--- src/rtl/kronos_alu_issue.sv ---
// Operand-issue stage for the Kronos ALU. It decodes OP, OP-IMM, LUI and
// AUIPC into op1/op2/aluop and holds the result in a valid/ready pipeline
// register that feeds the execute stage.
module kronos_alu_issue (
    input  logic        clk,
    input  logic        rstz,
    input  logic        flush,
    input  logic        instr_vld,
    output logic        instr_rdy,
    input  logic [31:0] instr,
    input  logic [31:0] pc,
    input  logic [31:0] rs1_data,
    input  logic [31:0] rs2_data,
    output logic        out_vld,
    input  logic        out_rdy,
    output logic [31:0] op1,
    output logic [31:0] op2,
    output logic [3:0]  aluop,
    output logic [4:0]  rd,
    output logic        rd_write,
    output logic        illegal
);

    localparam int unsigned XLEN    = 32;
    localparam int unsigned ALUOP_W = 4;
    localparam int unsigned REG_W   = 5;

    localparam logic [6:0] OPC_OP_IMM = 7'b0010011;
    localparam logic [6:0] OPC_OP     = 7'b0110011;
    localparam logic [6:0] OPC_LUI    = 7'b0110111;
    localparam logic [6:0] OPC_AUIPC  = 7'b0010111;

    localparam logic [6:0] F7_ZERO = 7'b0000000;
    localparam logic [6:0] F7_ALT  = 7'b0100000;

    localparam logic [ALUOP_W-1:0] ALU_ADD = 4'b0000;

    logic [6:0]         opcode;
    logic [2:0]         funct3;
    logic [6:0]         funct7;
    logic [XLEN-1:0]    imm_i;
    logic [XLEN-1:0]    imm_u;

    logic [XLEN-1:0]    dec_op1;
    logic [XLEN-1:0]    dec_op2;
    logic [ALUOP_W-1:0] dec_aluop;
    logic [REG_W-1:0]   dec_rd;
    logic               dec_illegal;
    logic               dec_rd_write;

    logic               out_vld_q,  out_vld_d;
    logic [XLEN-1:0]    op1_q,      op1_d;
    logic [XLEN-1:0]    op2_q,      op2_d;
    logic [ALUOP_W-1:0] aluop_q,    aluop_d;
    logic [REG_W-1:0]   rd_q,       rd_d;
    logic               rd_write_q, rd_write_d;
    logic               illegal_q,  illegal_d;

    logic               accept;

    assign opcode = instr[6:0];
    assign funct3 = instr[14:12];
    assign funct7 = instr[31:25];
    assign imm_i  = {{(XLEN-12){instr[31]}}, instr[31:20]};
    assign imm_u  = {instr[31:12], 12'b0};
    assign dec_rd = instr[11:7];

    // Combinational decode of the incoming instruction into ALU operands.
    always_comb begin
        dec_illegal = 1'b1;
        dec_op1     = '0;
        dec_op2     = '0;
        dec_aluop   = ALU_ADD;
        if (instr[1:0] == 2'b11) begin
            case (opcode)
                OPC_OP_IMM: begin
                    dec_illegal = 1'b0;
                    dec_op1     = rs1_data;
                    dec_op2     = imm_i;
                    dec_aluop   = {1'b0, funct3};
                    if (funct3 == 3'b001 && funct7 != F7_ZERO) begin
                        dec_illegal = 1'b1;
                    end
                    if (funct3 == 3'b101) begin
                        dec_aluop = {instr[30], 3'b101};
                        if (funct7 != F7_ZERO && funct7 != F7_ALT) begin
                            dec_illegal = 1'b1;
                        end
                    end
                end
                OPC_OP: begin
                    dec_op1   = rs1_data;
                    dec_op2   = rs2_data;
                    dec_aluop = {instr[30], funct3};
                    if (funct7 == F7_ZERO) begin
                        dec_illegal = 1'b0;
                    end else if (funct7 == F7_ALT &&
                                 (funct3 == 3'b000 || funct3 == 3'b101)) begin
                        dec_illegal = 1'b0;
                    end
                end
                OPC_LUI: begin
                    dec_illegal = 1'b0;
                    dec_op2     = imm_u;
                end
                OPC_AUIPC: begin
                    dec_illegal = 1'b0;
                    dec_op1     = pc;
                    dec_op2     = imm_u;
                end
                default: dec_illegal = 1'b1;
            endcase
        end
        // Illegal instructions carry a neutral payload so execute sees ADD 0+0.
        if (dec_illegal) begin
            dec_op1   = '0;
            dec_op2   = '0;
            dec_aluop = ALU_ADD;
        end
    end

    assign dec_rd_write = ~dec_illegal & (dec_rd != '0);
    assign instr_rdy    = ~out_vld_q | out_rdy;
    assign accept       = instr_vld & instr_rdy;

    // Pipeline register next state: flush, then accept, then drain.
    always_comb begin
        out_vld_d  = out_vld_q;
        op1_d      = op1_q;
        op2_d      = op2_q;
        aluop_d    = aluop_q;
        rd_d       = rd_q;
        rd_write_d = rd_write_q;
        illegal_d  = illegal_q;
        if (flush) begin
            out_vld_d = 1'b0;
        end else if (accept) begin
            out_vld_d  = 1'b1;
            op1_d      = dec_op1;
            op2_d      = dec_op2;
            aluop_d    = dec_aluop;
            rd_d       = dec_rd;
            rd_write_d = dec_rd_write;
            illegal_d  = dec_illegal;
        end else if (out_rdy) begin
            out_vld_d = 1'b0;
        end
    end

    // State register with asynchronous clear.
    always_ff @(posedge clk or negedge rstz) begin
        if (!rstz) begin
            out_vld_q  <= 1'b0;
            op1_q      <= '0;
            op2_q      <= '0;
            aluop_q    <= '0;
            rd_q       <= '0;
            rd_write_q <= 1'b0;
            illegal_q  <= 1'b0;
        end else begin
            out_vld_q  <= out_vld_d;
            op1_q      <= op1_d;
            op2_q      <= op2_d;
            aluop_q    <= aluop_d;
            rd_q       <= rd_d;
            rd_write_q <= rd_write_d;
            illegal_q  <= illegal_d;
        end
    end

    assign out_vld  = out_vld_q;
    assign op1      = op1_q;
    assign op2      = op2_q;
    assign aluop    = aluop_q;
    assign rd       = rd_q;
    assign rd_write = rd_write_q;
    assign illegal  = illegal_q;

endmodule

--- config.mk ---
export PLATFORM = sky130hd
export DESIGN_NAME = kronos_alu_issue
export DESIGN_NICKNAME = d
export VERILOG_FILES = /design/src/rtl/kronos_alu_issue.sv
export SDC_FILE = /design/constraint.sdc
export NUM_CORES = 1
export LEC_CHECK = 0
export CAP_MARGIN = 20
export CORE_MARGIN = 4
export CORE_UTILIZATION = 30
export CTS_BUF_LIST = sky130_fd_sc_hd__clkbuf_16
export DETAILED_ROUTE_END_ITERATION = 12
export GPL_TIMING_DRIVEN = 0
export SYNTH_ARGS = -nofsm -noshare
export SYNTH_HDL_FRONTEND = slang
export SYNTH_SLANG_ARGS = --single-unit
--- constraint.sdc ---
create_clock -name clk -period 1.7 [get_ports clk]
set_input_delay 0.17 -clock clk [delete_from_list [all_inputs] [get_ports clk]]
set_output_delay 0.17 -clock clk [all_outputs]
set_load 0.01 [all_outputs]
== Word level (Yosys, flattened, before mapping) ==
Index checks and enable logic that the tools add are counted.

* Flip-flop bits (word level): 76
* Input port bits: 133
* Word-level logic and storage cells: 54
* Output and inout port bits: 77

* Mux-type cells: 20
* Bitwise operators: 6
* Equality and inequality tests: 9
* Reductions and logical operators: 12

{| class="wikitable"
|+ Operators with widths
! cell !! number
|-
| 32-bit two-way mux || 4
|-
| 32-bit case mux with 3 select lines || 1
|-
| 32-bit case mux with 2 select lines || 1
|-
| 7-bit by 6-bit equality test with 1-bit output, second input constant || 3
|-
| 7-bit by 5-bit equality test with 1-bit output, second input constant || 2
|-
| 4-bit two-way mux || 3
|-
| 1-bit two-way mux || 9
|-
| 4-bit case mux with 2 select lines || 1
|-
| 7-bit logical NOT || 1
|-
| 7-bit by 6-bit != test with 1-bit output, second input constant || 1
|-
| 7-bit nonzero test || 1
|-
| 5-bit nonzero test || 1
|-
| 2-bit OR reduction || 2
|-
| 3-bit by 1-bit equality test with 1-bit output, second input constant || 1
|-
| 3-bit equality test, second input constant || 1
|-
| 1-bit logical AND || 3
|-
| 3-bit logical NOT || 1
|-
| 1-bit inverter || 3
|-
| 1-bit case mux with 3 select lines || 1
|-
| 3-bit nonzero test || 1
|-
| 1-bit AND || 2
|-
| 2-bit equality test, second input constant || 1
|-
| 2-bit AND reduction || 1
|-
| 1-bit logical OR || 1
|-
| 1-bit OR || 1
|}

== Logic depth before layout (Yosys ltp) ==
Gate-level depths: netlist (run 1).

* Word-level depth: 9
* Mapped depth: 7
* Mapped depth without buffers: 5

== Least setup slack after synthesis (run 1) ==
No wires, ideal clock.

* Path kind: register to register
* Start: reg out_vld_q, in the netlist out_vld
* End: reg op1_q[10], in the netlist op1[10]
* Stages on the path, launching flop included: 7
* Period minus slack after synthesis: 1.617 ns
* Buffers on the path: 1
* Slack: 0.083 ns
* Arrival time: 1.544 ns
* Setup time: 0.073 ns
* Required time: 1.627 ns
* Path through: dfrtp_1 nand2b_1 nand3b_2 nor4_4 buf_2 a22oi_1 a21oi_2

* Cells in the longest elaborated chain, start to end: 4

{| class="wikitable"
|+ RTL lines
! what !! RTL line !! RTL
|-
| from (decl) || 51 || <nowiki>logic out_vld_q, out_vld_d;</nowiki>
|-
| from (signal assigned) || 161 || <nowiki>out_vld_q <= out_vld_d;</nowiki>
|-
| 1-bit inverter || 123 || <nowiki>assign instr_rdy = ~out_vld_q | out_rdy;</nowiki>
|-
| 1-bit OR || 123 ||
|-
| net instr_rdy || 9 || <nowiki>output logic instr_rdy,</nowiki>
|-
| 1-bit AND || 124 || <nowiki>assign accept = instr_vld & instr_rdy;</nowiki>
|-
| 2-bit AND reduction (no line) || -- ||
|-
| to (signal assigned) || 162 || <nowiki>op1_q <= op1_d;</nowiki>
|-
| to (decl) || 52 || <nowiki>logic [XLEN-1:0] op1_q, op1_d;</nowiki>
|}

The timed path passes the listed nets, and every way through them passes these cells.
A chain may end at the register's enable or synchronous reset.

== Worst setup path after layout (run 1) ==
* Start: in instr[26]
* End: reg op1_q[23], in the netlist op1[23]

* Cells in the longest elaborated chain, start to end: 8
* Elaborated cells between the ends (all ways): 15
* Those cells by class: 2 x eq/ne; 8 x mux; 5 x reduce/logical

{| class="wikitable"
|+ RTL lines
! what !! RTL line !! RTL
|-
| from (decl) || 10 || <nowiki>input logic [31:0] instr,</nowiki>
|-
| 7-bit nonzero test || 81, 86 ||
|-
| 1-bit logical AND || 81 || <nowiki>if (funct3 == 3'b001 && funct7 != F7_ZERO) begin</nowiki>
|-
| 1-bit two-way mux || 81 ||
|-
| 1-bit two-way mux || 86 || <nowiki>if (funct7 != F7_ZERO && funct7 != F7_ALT) begin</nowiki>
|-
| 1-bit two-way mux || 84 || <nowiki>if (funct3 == 3'b101) begin</nowiki>
|-
| 1-bit case mux with 3 select lines * || 75 || <nowiki>case (opcode)</nowiki>
|-
| 1-bit two-way mux * || 74 || <nowiki>if (instr[1:0] == 2'b11) begin</nowiki>
|-
| 32-bit two-way mux * || 115 || <nowiki>if (dec_illegal) begin</nowiki>
|}

Mark *: on every way between the ends. The rest lies on a longest branch, timed or not.

==> results of run 1 <==
-- synth_stat cells --
master and instances:
a21boi_0 2, a21o_1 1, a21oi_1 43, a21oi_2 30, a22oi_1 32, a31oi_1 1
a31oi_4 1, buf_1 1, buf_2 9, buf_6 5, clkbuf_1 15, dfrtp_1 76
inv_1 5, mux2_2 5, mux2i_1 11, nand2_1 70, nand2b_1 3, nand3_2 1
nand3b_2 1, nor2_1 21, nor2b_1 1, nor3_1 3, nor3_4 2, nor4_4 1
o211ai_1 1, o211ai_2 1, o21ai_0 8, o21ai_1 11, o21ai_2 20, or3_4 2
or4_1 1, or4_4 1
-- per-stage QoR --
step / hold WS [ps] / area (um^2) / setup TNS (ps)
final: 223 / 6800 / 0
after global routing: 243 / 6800 / -2.03
after global placement: 461 / 6110 / -205710
after detailed placement: 113 / 6130 / -32670
after CTS: 316 / 6620 / 0
after floorplan: -126 / 3800 / 0
-- critical path, cell delays in order --
cell and delay [ps]:
clkdlybuf4s50_1 590, nor3_4 70, or3_4 410, a31oi_4 330, buf_6 150, buf_8 110, a21oi_2 30
-- layout make-up --
type	instances	area (um^2)	share of cell area
timing repair buffer	227	2360	0.347
sequential	76	1900	0.280
multi-input combinational	274	1810	0.266
buffer	30	249	0.0366
clock buffer	9	225	0.0331
tap	168	210	0.0309
clock inverter	6	25.0	0.00368
inverter	5	18.8	0.00276
-- registers in the layout, indices dropped and copies added, names as in the netlist --
signal    cells
rd            5
op2          32
out_vld       1
aluop         4
rd_write      1
illegal       1
op1          32
-- layer usage --
| metal | routed length (um) | part of all wire |
|---|---|---|
| met5 | 0 | 0 |
| met2 | 7070 | 0.49 |
| met4 | 190 | 0.013 |
| met3 | 1280 | 0.089 |
| met1 | 5900 | 0.41 |
-- power breakdown --
part / internal (mW) / total, mW / leakage [nW] / switching [mW]
registers: 1.85 / 1.87 / 1.05 / 0.0194
logic: 0.460 / 0.801 / 1.63 / 0.341
clock network: 0.954 / 1.66 / 0.133 / 0.708
-- final timing paths --
check / startpoint / end / slack (ps) / cells after the start
setup / recovery: instr[26] / op1[23]$_DFFE_PN0P_ / 30 / 7
hold / removal: instr[14] / aluop[2]$_DFFE_PN0P_ / 220 / 3
setup reg to reg: out_vld$_DFFE_PN0P_ / op1[8]$_DFFE_PN0P_ / 100 / 7
hold reg to reg: rd_write$_DFFE_PN0P_ / rd_write$_DFFE_PN0P_ / 470 / 2
max in group asynchronous: rstz / aluop[0]$_DFFE_PN0P_ / 790 / 3
min in group asynchronous: rstz / op1[16]$_DFFE_PN0P_ / 320 / 2
-- cell families (layout without fill, tap and decap cells) --
logic type | Yosys count | in the layout | share of synthesized area
multiplexers | 16 | 16 | 0.0437
buffers and inverters | 35 | 277 | 0.0473
AO/OA/AOI/OAI | 151 | 151 | 0.278
flip-flops | 76 | 76 | 0.500
AND/OR/NAND/NOR | 107 | 107 | 0.131
-- timing repair --
| action | 4_1_cts | 5_1_grt |
|---|---|---|
| gates cloned | 4 | 2 |
| buffers inserted | 7 | 3 |
| pin swaps | 6 | 34 |
| resized for setup | 43 | 32 |
| setup endpoints to repair | 68 | 60 |
| hold buffers | 1 | 0 |
| endpoints found under the hold margin | 25 | 0 |
-- cell usage in the layout, fill, tap and decap left out, types with 2 or more instances in the layout --
cell             synthesis  final
nand2_1                 70     69
clkbuf_16                0     11
buf_8                    0      5
a21oi_1                 43     43
or3_4                    2      2
buf_12                   0      2
a22oi_2                  0     10
clkdlybuf4s50_1          0    193
dlygate4sd2_1            0      7
dfrtp_1                 76     76
nor3_1                   3      2
mux2i_1                 11     11
a21oi_2                 30     30
o21ai_0                  8      8
buf_16                   0      3
clkbuf_2                 0      8
a22oi_1                 32     22
inv_1                    5      5
mux2_2                   5      5
o21ai_2                 20     20
clkinv_1                 0      2
buf_6                    5     11
nor3_4                   2      2
dlymetal6s2s_1           0      8
nand2b_1                 3      2
clkbuf_1                15      7
nor2_1                  21     21
inv_2                    0      2
buf_4                    0      8
clkinv_2                 0      2
o21ai_1                 11     11
==> metrics, run 1 <==
ranking of synthesized cells by area dfrtp_1, a21oi_2, nand2_1; total CTS buffers 9; IO buf count about 210; Die ar. roughly 15,000 um^2; H-tree Lvls 3; Die X-Extent between 100 and 150 um; startpoint types primary input; global-route wire length before repair approximately 22,000 um; Area Overhead vs Synth 78.7%; Setup crit end kind flop; Die Y ~120 um; Synth Register Bits 76; Max IR drop VDD 0.370 mV; First-pass DRT Iterations 4; share of the synthesized area in the top cell type 0.500; CTS tree yes; final cell utilization of the core 0.557; CTS root buffer clkbuf_16; Routed WL per cell ~18 um; clock tree buffer depth 2; drt initial violations 179; Fin. Hold Viols 0; Ys Warns 0; Worst slew margin 0.498; Vias around 3.8k; total chip power 4.33 mW; Worst Path Max Fanout 6; worst path required time 1910 ps; I/O pin count 210; outcome complete, no violations; largest net degree at the start of global routing between 50 and 60; Routed Antenna Nets 0; post-route setup slack 35.0 ps; total grt overflow 0; dominant cell type by area after synthesis dfrtp_1; Synthesized Nets around 520; grt peak-use layer met2; core footprint ~12,000 um^2; Seq/Total Area, Yosys 0.500; Initial Util 0.312; antenna diode count 0; worst min path class in -> reg; met1 GRT Util 0.234; initial antenna violation count 0; Pleak between 2 and 3 nW; post-layout min period 1670 ps; share of post-route cells with drive strength above 1 0.211; final period utilization 0.979; vias in the first global route ~4.1k; met2 GRT Util 0.322; critical path class in -> reg; Max Fclk 0.601 GHz; M3 GR Usage 0.0697; wirelength, routed between 10,000 and 15,000 um; worst slew pin tran approximately 750 ps; All-Layer GR Usage 0.192; clock skew 7.66 ps; fin cells a little under 800; Final #Nets approximately 760; post-DP HPWL around 11,000 um; Fill cells ~1.1k; Clock Latency Late Sink about 330 ps; # clock sinks 76; max-slew violations 0; DR vias/cell roughly 4.8; routability cong. between 0.8 and 0.9; Avg Cell Area, Syn roughly 9.9 um^2; clk slew on worst S/H paths around 60 ps; pre-CTS setup slack -521 ps; power per cell area roughly 640 nW/um^2; CP Data Arrival Time approximately 1900 ps; synthesized area about 3800 um^2; Syn Inst Count between 300 and 400; Residual DRC 0; placed insts 763; site row count 40; Synth cell types 32; setup violators final 0; max-cap violations 0
Power figures use the tool's default switching activity.
==> inputs of run 2 (changes only) <==
Settings changed: CORE_UTILIZATION 30 to 37, PLACE_DENSITY set to 0.77, SETUP_SLACK_MARGIN set to 0.02.
==> run 2 against run 1 <==
Against the previous run:
- cell area up 0.29%
- clock skew shrank 2.8 ps
- sequential power is essentially flat
- critical endpoint is now op1[3]$_DFFE_PN0P_
- non-clock buffer count grew 7
- cell count is 3.6% lower
==> metrics, run 2 (same netlist as run 1, synthesis figures left out) <==
Vias 3,942 (+4.0%); worst slew pin tran 652 ps (-101 ps); post-DP HPWL 10,400 um (-5.3%); worst path required time 1910 ps (about the same); Worst Path Max Fanout 5 (-1); outcome complete, no violations; worst hold slack 186 ps (-37.4 ps); Max IR drop VDD 0.395 mV (+6.7%); startpoint types primary input; Fin. Hold Viols 0 (unchanged); DR vias/cell 5.15 (+8.0%); max-slew violations 0 (unchanged); total CTS buffers 9 (unchanged); Residual DRC 0 (unchanged); Area Overhead vs Synth 79.2%; critical path class in -> reg; setup violators final 0 (unchanged); CP Data Arrival Time 1840 ps (-30 ps); Final #Nets 763 (+0.93%); wirelength, routed 14,300 um (-0.88%); # clock sinks 76 (unchanged); H-tree Lvls 3 (unchanged); CTS tree yes; IO buf count 209 (unchanged); Routed WL per cell 18.7 um (+2.9%); clock skew 4.83 ps (-2.83 ps); I/O pin count 210 (unchanged); All-Layer GR Usage 0.226 (+0.0338); largest net degree at the start of global routing 41 (-21%); post-layout min period 1620 ps (-42.2 ps); First-pass DRT Iterations 4 (unchanged); total grt overflow 0 (unchanged); routability cong. 0.855 (+3.1%); Routed Antenna Nets 0 (unchanged); final period utilization 0.955 (-0.0248); max-cap violations 0 (unchanged); Max Fclk 0.616 GHz (+2.6%); Worst slew margin 0.565 (+0.0671); core footprint 9910 um^2 (-19%); power per cell area 637 nW/um^2 (about the same); vias in the first global route 4,025 (-0.67%); placed insts 728 (-4.6%); Setup crit end kind flop; initial antenna violation count 0 (unchanged); RSZ-0062 raised after global routing yes; Hold Path Cell Cnt 3 (unchanged); Fill cells 774 (-30%); Initial Util 0.384 (+0.0724); global-route wire length before repair 20,700 um (-5.3%); Die X-Extent 109 um (-9.3%); worst min path class in -> reg; drt initial violations 137 (-23%); fin cells 766 (-3.6%); Die Y 109 um (-9.3%); clk slew on worst S/H paths 60 ps (about the same); Die ar. 12,000 um^2 (-18%); most frequent cells in the layout clkdlybuf4s50_1, dfrtp_1, nand2_1; site row count 36 (-10%); antenna diode count 0 (unchanged); depth of the most critical reg-to-reg path 7 (unchanged); Pleak 2.87 nW (+2.2%); clock tree buffer depth 2 (unchanged); CTS root buffer clkbuf_16; share of post-route cells with drive strength above 1 0.207 (-0.00358); Clock Latency Late Sink 330 ps (about the same); commonest non-fill, non-tap cell in the layout clkdlybuf4s50_1
==> run 2: cell count changes in the layout (fill, tap and decap cells not counted), moves of 2 or more <==
cell            previous run  this run
dlygate4sd2_1              7         3
a22oi_2                   10         1
a22oi_1                   22        31
dlymetal6s2s_1             8        10
buf_16                     3         1
inv_2                      2         0
buf_4                      8        13
buf_12                     2         5
clkbuf_16                 11        13
==> run 2: worst max-delay path, stage by stage <==
cell and delay (ps):
clkdlybuf4s50_1 540, inv_1 220, o211ai_1 200, a31oi_4 350, bufbuf_16 320, a21oi_2 30
==> run 2: layout make-up <==
type / instances / area [um^2] / area share
timing repair buffer: 235 / 2470 / 0.362
sequential: 76 / 1900 / 0.279
multi-input combinational: 274 / 1780 / 0.261
buffer: 29 / 243 / 0.0356
clock buffer: 9 / 225 / 0.0330
tap: 133 / 166 / 0.0244
clock inverter: 5 / 21.3 / 0.00312
inverter: 5 / 18.8 / 0.00275
==> run 2: power by group <==
part / internal (mW) / switching [mW] / total (mW)
Sequential: 1.85 / 0.0184 / 1.87
Combinational: 0.471 / 0.342 / 0.813
Clock: 0.951 / 0.715 / 1.67
Total: 3.27 / 1.07 / 4.34
==> run 2: timing repair <==
| action | in CTS | in global routing |
|---|---|---|
| resized for setup | 42 | 30 |
| gates cloned | 4 | 4 |
| pin swaps | 4 | 9 |
| hold endpoints to repair | 36 | 0 |
| endpoints found under the setup margin | 68 | 70 |
| hold buffers | 1 | 0 |
| buffers inserted | 10 | 6 |
==> run 2: final timing paths <==
kind / start / to / slack, ps
max: instr[2] / op1[3]$_DFFE_PN0P_ / 80
min: instr[28] / op2[28]$_DFFE_PN0P_ / 190
max reg2reg: out_vld$_DFFE_PN0P_ / op1[3]$_DFFE_PN0P_ / 140
min reg2reg: op2[30]$_DFFE_PN0P_ / op2[30]$_DFFE_PN0P_ / 480
max in group asynchronous: rstz / op2[6]$_DFFE_PN0P_ / 770
min in group asynchronous: rstz / op2[11]$_DFFE_PN0P_ / 340
==> run 2: routing by layer <==
layer	part of all wire	global-route usage	wire (um)	vias up
li1	-	-	-	1851
met1	0.39	0.261	5510	1890
met2	0.51	0.400	7300	178
met3	0.086	0.0546	1230	23
met4	0.019	0.0908	270	0
met5	0	0	0	-
==> run 2: through the flow <==
stage / area [um^2] / worst slack [ps] / util / power, mW / setup TNS [ps]
after floorplan: 3800 / 82.5 / - / 2.14 / 0
after global placement: 6060 / -2210 / 0.612 / 2.63 / -196830
after detailed placement: 6080 / -485 / 0.614 / 2.65 / -30260
after CTS: 6600 / 17.8 / 0.666 / 4.34 / 0
after global routing: 6820 / 4.30 / 0.688 / 4.50 / 0
final: 6820 / 77.2 / 0.688 / 4.34 / 0
==> inputs of run 3 (changes only) <==
Settings changed: CORE_ASPECT_RATIO set to 1.1, CORE_MARGIN 4 to 3, CTS_CLUSTER_DIAMETER set to 80.
==> run 3 against run 2 <==
Against the previous run:
- sequential share of layout area is 0.31 points higher
- critical endpoint is now illegal$_DFFE_PN0P_
- hold slack gained 50 ps
- clock power increased by 27%
- clock-buffer cell count is the same
==> metrics, run 3 (same netlist as run 1, synthesis figures left out) <==
total CTS buffers 9 (unchanged); Worst slew margin 0.565 (-0.000779); Clock Latency Late Sink 320 ps (about the same); Vias 3,819 (-3.1%); CTS tree yes; clock tree buffer depth 2 (unchanged); # clock sinks 76 (unchanged); routability cong. 0.852 (-0.26%); Pleak 2.81 nW (-2.0%); Max Fclk 0.610 GHz (-0.96%); site row count 38 (+5.6%); commonest non-fill, non-tap cell in the layout clkdlybuf4s50_1; clock skew 7.00 ps (+2.17 ps); Fin. Hold Viols 0 (unchanged); Residual DRC 0 (unchanged); drt initial violations 132 (-3.6%); initial antenna violation count 0 (unchanged); critical path class in -> reg; All-Layer GR Usage 0.221 (-0.00441); largest net degree at the start of global routing 55 (+34%); I/O pin count 210 (unchanged); post-layout min period 1640 ps (+15.7 ps); Final Instance Area 6750 um^2 (-1.1%); antenna diode count 0 (unchanged); max-cap violations 0 (unchanged); wirelength, routed 13,300 um (-7.3%); Routed Antenna Nets 0 (unchanged); most frequent cells in the layout clkdlybuf4s50_1, dfrtp_1, nand2_1; CP peak stage delay 550 ps (about the same); Routed WL per cell 17.8 um (-5.0%); Setup crit end kind flop; Die Y 112 um (+2.7%); Die ar. 11,500 um^2 (-3.6%); final cell utilization of the core 0.679 (-0.00934); vias in the first global route 3,920 (-2.6%); internal reg-to-reg setup slack 130 ps (about the same); post-DP HPWL 10,100 um (-2.7%); outcome complete, no violations; post-route setup slack 61.5 ps (-15.7 ps); max-slew violations 0 (unchanged); First-pass DRT Iterations 4 (unchanged); Setup TNS 0 ps (unchanged); IO buf count 209 (unchanged); Worst Path Max Fanout 4 (-1); placed cell area 6070 um^2 (-0.14%); Fill cells 802 (+3.6%); Max IR drop VDD 0.541 mV (+37%); Reg-to-Reg Start out_vld$_DFFE_PN0P_; total chip power 4.79 mW (+10%); Hold Path Cell Cnt 3 (unchanged); H-tree Lvls 3 (unchanged); Area Overhead vs Synth 77.3%; depth of the most critical reg-to-reg path 7 (unchanged); slowest CP cell or4_4; startpoint types primary input; worst path required time 1910 ps (about the same); share of post-route cells with drive strength above 1 0.198 (-0.00918); DR vias/cell 5.11 (-0.66%); worst min path class in -> reg; Initial Util 0.383 (-0.00106); setup violators final 0 (unchanged); CP Data Arrival Time 1850 ps (about the same); total grt overflow 0 (unchanged); core footprint 9940 um^2 (+0.28%); RSZ-0062 raised after global routing yes; pre-CTS setup slack -523 ps (-37.3 ps); hold path endpoint aluop[2]$_DFFE_PN0P_; Final #Nets 756 (-0.92%); power per cell area 711 nW/um^2 (+12%); Die X-Extent 103 um (-6.1%); clk slew on worst S/H paths 50 ps (about the same); CTS root buffer clkbuf_16; worst slew pin tran 653 ps (+1.17 ps); critical-path cell list dlygate4sd2_1 -> or4_4 -> nor3_4 -> or3_4 -> a31oi_4 -> buf_4 -> buf_6 -> a21o_1; global-route wire length before repair 19,900 um (-4.0%); hold_sp instr[14]; final period utilization 0.964 (+0.00922); reg2reg end op1[12]$_DFFE_PN0P_
-- run 3: worst max-delay path: cells and delay by family --
family | cells | cell delay [ps]
simple gates | 3 | 860
buf+inv | 3 | 550
compound gates | 2 | 260
-- run 3: cell type report --
type / instances / area (um^2) / share of cell area
buffer: 30 / 228 / 0.0338
clock buffer: 9 / 225 / 0.0334
clock inverter: 6 / 105 / 0.0156
inverter: 5 / 18.8 / 0.00278
multi-input combinational: 274 / 1770 / 0.263
sequential: 76 / 1900 / 0.282
tap: 120 / 150 / 0.0223
timing repair buffer: 227 / 2340 / 0.348
-- run 3: per-stage QoR --
step           std cells  hold slack (ps)
6_report             747              236
5_1_grt              747              233
4_1_cts              744              300
3_5_place_dp         715             92.9
3_3_place_gp         714              462
2_1_floorplan        385             -126
-- run 3: how the worst max path moves through the flow --
stage	start	end	slack [ps]	depth (start not counted)
floorplan	out_vld$_DFFE_PN0P_	op1[10]$_DFFE_PN0P_	80	6
global placement	rstz	op2[17]$_DFFE_PN0P_	-2230	1
detailed placement	flush	op1[10]$_DFFE_PN0P_	-520	6
CTS	instr[31]	op1[7]$_DFFE_PN0P_	20	8
global route	instr[31]	illegal$_DFFE_PN0P_	10	8
finish	instr[31]	illegal$_DFFE_PN0P_	60	8
-- run 3: routing by layer --
layer | global-route usage | up-vias | share of wire
met3 | 0.0615 | 16 | 0.085
met2 | 0.404 | 181 | 0.52
met1 | 0.253 | 1788 | 0.38
met4 | 0.0490 | 0 | 0.015
li1 | - | 1834 | -
met5 | 0 | - | 0
-- run 3: power by group --
part           switching [mW]  internal (mW)  total (mW)  leakage [nW]
clock network           0.708           1.42        2.12         0.160
registers              0.0192           1.85        1.87          1.05
logic                   0.332          0.473       0.804          1.61
total                    1.06           3.73        4.79          2.81
-- run 3: what timing repair did --
action / 4_1_cts / 5_1_grt
hold buffers: 1 / 0
gates cloned: 2 / 1
setup buffers: 11 / 2
gates resized for setup: 36 / 20
endpoints found under the hold margin: 22 / 0
pin swaps: 7 / 9
endpoints found under the setup margin: 68 / 68
